$ cat config.mk
export PLATFORM = sky130hd
export DESIGN_NAME = mem_port_arbiter
export DESIGN_NICKNAME = d
export VERILOG_FILES = /design/src/rtl/mem_port_arbiter.sv
export SDC_FILE = /design/constraint.sdc
export NUM_CORES = 1
export LEC_CHECK = 0
export BUFFER_PORTS_ARGS = -buffer_cell sky130_fd_sc_hd__clkbuf_2
export CORE_AREA = 2 2 167 169
export DETAILED_ROUTE_END_ITERATION = 16
export DIE_AREA = 0 0 169 171
export GPL_ROUTABILITY_DRIVEN = 1
export HOLD_SLACK_MARGIN = 0.06
export SLEW_MARGIN = 0
export SYNTH_ARGS = -nofsm -noshare
export SYNTH_HDL_FRONTEND = slang
export SYNTH_SLANG_ARGS = --single-unit
$ cat constraint.sdc
create_clock -name clk -period 2 [get_ports clk]
set_input_delay 0.2 -clock clk [delete_from_list [all_inputs] [get_ports clk]]
set_output_delay 0.2 -clock clk [all_outputs]
set_load 0.005 [all_outputs]
$ cat src/rtl/mem_port_arbiter.sv
// Round-robin arbiter sharing one memory port between N requesters,
// with a per-transaction timeout that aborts hung accesses.
// Ports:
//   clk, rstb        clock, synchronous active-low reset
//   req_valid/write  per-requester request and direction
//   req_addr/size    flattened per-requester address and size code
//   req_wdata        flattened per-requester store data
//   req_ready        per-requester completion strobe (combinational)
//   req_rdata        shared load data (0 on a timeout)
//   mem_*            registered request to the single memory slave
//   mem_rdata/ready  memory response
//   grant            one-hot owner of the current transaction
//   busy             transaction in flight
//   err, err_clr     sticky per-requester timeout flags and their clear
module mem_port_arbiter #(
  parameter int N       = 4,
  parameter int AW      = 32,
  parameter int DW      = 32,
  parameter int TIMEOUT = 64,
  parameter int TW      = 8
) (
  input  logic            clk,
  input  logic            rstb,
  input  logic [N-1:0]    req_valid,
  input  logic [N-1:0]    req_write,
  input  logic [N*AW-1:0] req_addr,
  input  logic [N*3-1:0]  req_size,
  input  logic [N*DW-1:0] req_wdata,
  output logic [N-1:0]    req_ready,
  output logic [DW-1:0]   req_rdata,
  output logic            mem_valid,
  output logic            mem_write,
  output logic [AW-1:0]   mem_addr,
  output logic [2:0]      mem_size,
  output logic [DW-1:0]   mem_wdata,
  input  logic [DW-1:0]   mem_rdata,
  input  logic            mem_ready,
  output logic [N-1:0]    grant,
  output logic            busy,
  output logic [N-1:0]    err,
  input  logic [N-1:0]    err_clr
);

  localparam int PW = (N > 1) ? $clog2(N) : 1;
  localparam logic [TW-1:0] TMO_LAST =
    TW'((TIMEOUT == 0) ? 0 : TIMEOUT - 1);

  typedef enum logic {IDLE, BUSY} state_e;

  state_e        state_q, state_d;
  logic [PW-1:0] ptr_q, ptr_d;
  logic [PW-1:0] own_q, own_d;
  logic [TW-1:0] timer_q, timer_d;
  logic          mv_q, mv_d;
  logic          mw_q, mw_d;
  logic [AW-1:0] ma_q, ma_d;
  logic [2:0]    ms_q, ms_d;
  logic [DW-1:0] md_q, md_d;
  logic [N-1:0]  grant_q, grant_d;
  logic [N-1:0]  err_q, err_d;

  logic [PW-1:0] pick;
  logic          found;
  logic          tmo;
  logic          done;
  int            idx;

  // First requester at or after ptr, wrapping around.
  always_comb begin
    found = 1'b0;
    pick  = '0;
    idx   = 0;
    for (int k = 0; k < N; k++) begin
      idx = int'(ptr_q) + k;
      if (idx >= N) idx = idx - N;
      if (!found && req_valid[idx]) begin
        found = 1'b1;
        pick  = PW'(idx);
      end
    end
  end

  // mem_ready on the last allowed cycle beats the timeout.
  assign tmo = (TIMEOUT != 0) && (state_q == BUSY) &&
               (timer_q == TMO_LAST) && !mem_ready;
  assign done = mv_q && (mem_ready || tmo);

  assign req_ready = done ? grant_q : '0;
  assign req_rdata = tmo ? '0 : mem_rdata;

  always_comb begin
    state_d = state_q;
    ptr_d   = ptr_q;
    own_d   = own_q;
    timer_d = timer_q;
    mv_d    = mv_q;
    mw_d    = mw_q;
    ma_d    = ma_q;
    ms_d    = ms_q;
    md_d    = md_q;
    grant_d = grant_q;
    // A timeout setting a bit wins over a same-edge clear.
    err_d   = (err_q & ~err_clr) | (tmo ? grant_q : '0);
    unique case (state_q)
      IDLE: begin
        if (found) begin
          mv_d    = 1'b1;
          mw_d    = req_write[pick];
          ma_d    = req_addr[pick*AW +: AW];
          ms_d    = req_size[pick*3 +: 3];
          md_d    = req_wdata[pick*DW +: DW];
          grant_d = N'(1) << pick;
          own_d   = pick;
          timer_d = '0;
          state_d = BUSY;
        end
      end
      BUSY: begin
        if (done) begin
          mv_d    = 1'b0;
          grant_d = '0;
          ptr_d   = (own_q == PW'(N-1)) ? '0 : own_q + PW'(1);
          state_d = IDLE;
        end else if (timer_q != '1) begin
          timer_d = timer_q + TW'(1);
        end
      end
      default: state_d = IDLE;
    endcase
  end

  always_ff @(posedge clk) begin
    if (!rstb) begin
      state_q <= IDLE;
      ptr_q   <= '0;
      own_q   <= '0;
      timer_q <= '0;
      mv_q    <= 1'b0;
      mw_q    <= 1'b0;
      ma_q    <= '0;
      ms_q    <= '0;
      md_q    <= '0;
      grant_q <= '0;
      err_q   <= '0;
    end else begin
      state_q <= state_d;
      ptr_q   <= ptr_d;
      own_q   <= own_d;
      timer_q <= timer_d;
      mv_q    <= mv_d;
      mw_q    <= mw_d;
      ma_q    <= ma_d;
      ms_q    <= ms_d;
      md_q    <= md_d;
      grant_q <= grant_d;
      err_q   <= err_d;
    end
  end

  assign mem_valid = mv_q;
  assign mem_write = mw_q;
  assign mem_addr  = ma_q;
  assign mem_size  = ms_q;
  assign mem_wdata = md_q;
  assign grant     = grant_q;
  assign busy      = (state_q == BUSY);
  assign err       = err_q;

endmodule

==> flow_summary.ini <==
[grt]
grt_pass1_wl_um = 39100
overflow = 0
grt_pass1_vias = 7161
track_usage = 0.172
grt_max_degree = 44
antenna_found_initial = 1

[synth]
synth.ff_latch_count = 90
postSynth.asyncResetShare = 0
synth_ff_type = dfxtp_1
syn_inst = 732
syn_avg_cell_area_um2 = 8.01
synth_area_mm2 = 0.00586
syn_nets = 1049
synth_warnings = 0
yosysUniqueCellTypes = 42
yosysSeqAreaShare = 0.307
synth_edf_count = 0

[critical_path]
crit_required_ps = 1800
crit_path_max_incr_delay_ps = 370
r2r-start = ptr_q[1]$_SDFFE_PN0P_
cp-start-kind = flip-flop
endpoint_kind = output port
cp.arrival_ps = 1740
crit_fanout = 4
slowest_stage = dfxtp_4
worstSetupPathType = flip-flop to output port
crit_chain = ha_4 > nand2_4 > nor2_4 > buf_6 > and3_4 > o21a_1 > and2_1 > buf_2
cp-startpoint = timer_q[0]$_SDFFE_PN0P_

[placement]
gp_routability_congestion = 0.832
port_buffers = 428
dpl_cell_area_mm2 = 0.00872
dpl.cell_count = 1480
hpwl_um = 19700

[clock_tree]
cts_buffers = 9
clk_pin_slew_ps = 80
ctsRootBufferMaster = clkbuf_16
htree_levels = 3
clk_path_buf_depth = 2
cts.sinks = 90
cts_tree = built
clkLatencyLatePin_ps = 350

[cells_and_area]
area_growth_pct = 56.9
nFillCells = 2889
layout_commonest_cell = clkbuf_2
multi_input_area_mm2 = 0.00383
num_antenna_cells = 0
num-nets-final = 1471
fin_area_mm2 = 0.00920
seq_area_mm2 = 0.00181
fin_cells = 1505
layout_common_cells = 424 x clkbuf_2, 95 x nand2_1, 85 x dfxtp_1
layout-drive-gt1-share = 0.460

[power]
power.share.clock = 0.327
p_leak_nw = 4.54
pwr-share-seq = 0.379
power_switching_mw = 1.80
p_int_mw = 3.66
swShare = 0.330
ir_drop_v = 0.000278
comb_power_share = 0.294
power_density_mw_per_mm2 = 594

[route]
via_count = 7376
routed_wirelength_um = 26300
drcViolationCount = 0
via_per_inst = 4.90
ant_nets = 0
drt-wirelength-per-cell_um = 17.5
first_iter_violations = 315
dr.pass1.iters = 6

[timing]
worst_pin_slew_ps = 690
setup_viol = 0
rsz0062_at_grt = true
min_period_ps = 1940
slew_violations = 0
hold_violations = 0
fin_crit_sh = 0.970
slew_headroom = 0.535
finalClockSkew_ps = 9.70
max_freq_mhz = 515

[floorplan]
ioPinCount = 429
rows = 61
core_mm2 = 0.0273
initial_core_util = 0.215
die_x_um = 169
die_h_um = 171
dieArea_mm2 = 0.0289

[flow_run]
drv_cap = 0

[status]
status = finished, final reports clean

[hold_path]
hp-start = req_wdata[39]
hp-class = input port to flip-flop
## area by class of cell
class,count,area share
multi-input cells,563,0.416
repair buffers,486,0.305
flip-flops and latches,90,0.197
well taps,346,0.0471
clock buffers,9,0.0245
clock inverters,7,0.00803
inverters,4,0.00163
## flip-flops by register name (all words and copies together), names as in the netlist
| register | count |
|---|---|
| own_q | 2 |
| busy | 1 |
| err | 4 |
| timer_q | 8 |
| grant | 4 |
| mem_size | 3 |
| mem_valid | 1 |
| mem_addr | 32 |
| mem_write | 1 |
| ptr_q | 2 |
| mem_wdata | 32 |
## power by group through the flow
stage	registers [mW]	clock network [mW]	logic [mW]
final	2.07	1.79	1.61
after global routing	2.09	1.93	1.77
after CTS	2.07	1.87	1.62
after detailed placement	2.11	0	1.61
after global placement	2.11	0	1.60
after floorplan	2.11	0	0.734
## metal layers
metal,vias up,wire length [µm],GRT usage
met2,336,12500,0.298
met4,2,586,0.0557
li1,3580,-,-
met1,3427,11200,0.211
met3,31,1970,0.0402
met5,-,13,0
## synth_stat cells, types with 5 or more instances
master | count | area share
nand2_1 | 96 | 0.061
buf_2 | 10 | 0.0085
nor3_1 | 46 | 0.039
a21oi_1 | 8 | 0.0068
dfxtp_1 | 90 | 0.31
nor2_1 | 20 | 0.013
o31a_1 | 43 | 0.064
and4_1 | 25 | 0.037
a31oi_1 | 5 | 0.0053
mux2i_1 | 72 | 0.12
a211oi_1 | 53 | 0.068
clkbuf_1 | 57 | 0.036
o211ai_1 | 43 | 0.055
o21ai_0 | 69 | 0.059
nor2b_1 | 39 | 0.042
## worst max-delay path, delay by kind of cell (launching register included)
kind            cells  cell delay, ps
simple gates        4             410
flops               1             370
buf+inv             2             230
compound gates      1             210
fa+ha+maj           1             170
## kinds of logic (layout without fill, tap and decap cells)
logic type | count (synthesis) | count (layout) | share of synthesized area
buffers and inverters | 79 | 506 | 0.0604
muxes | 72 | 72 | 0.123
xor gates and xnor gates | 1 | 1 | 0.00149
AOI/OAI and AO/OA | 237 | 237 | 0.282
adders and majority gates | 2 | 2 | 0.00427
and+or+nand+nor | 251 | 251 | 0.222
DFF | 90 | 90 | 0.307
## metrics by stage
| step | utilization | total power, mW | TNS (ps) | hold WS (ps) | worst slack [ps] |
|---|---|---|---|---|---|
| after detailed placement | 0.319 | 3.72 | 0 | 464 | 19.1 |
| after CTS | 0.333 | 5.57 | 0 | 116 | 0.844 |
| after global placement | 0.319 | 3.71 | 0 | 454 | 48.7 |
| after floorplan | - | 2.85 | 0 | 412 | 186 |
| final | 0.337 | 5.47 | 0 | 139 | 59.9 |
| after global routing | 0.337 | 5.79 | -186 | 140 | -41.5 |
## what timing repair did
item / 4_1_cts / 5_1_grt
hold endpoints to repair: 0 / 0
setup endpoints to repair: 36 / 70
pin swaps: 2 / 7
setup buffers: 3 / 3
hold buffers: 0 / 0
resized for setup: 10 / 22
gates cloned: 1 / 2
## final timing paths
check	to	slack, ps	cells after the start
worst max-delay path	req_ready[0]	60	8
worst min-delay path	mem_wdata[7]$_SDFFE_PN0P_	140	3
worst max register to register	mem_wdata[16]$_SDFFE_PN0P_	80	7
worst min register to register	mem_wdata[3]$_SDFFE_PN0P_	480	2
Note: power is estimated with default switching activity, not from simulation.
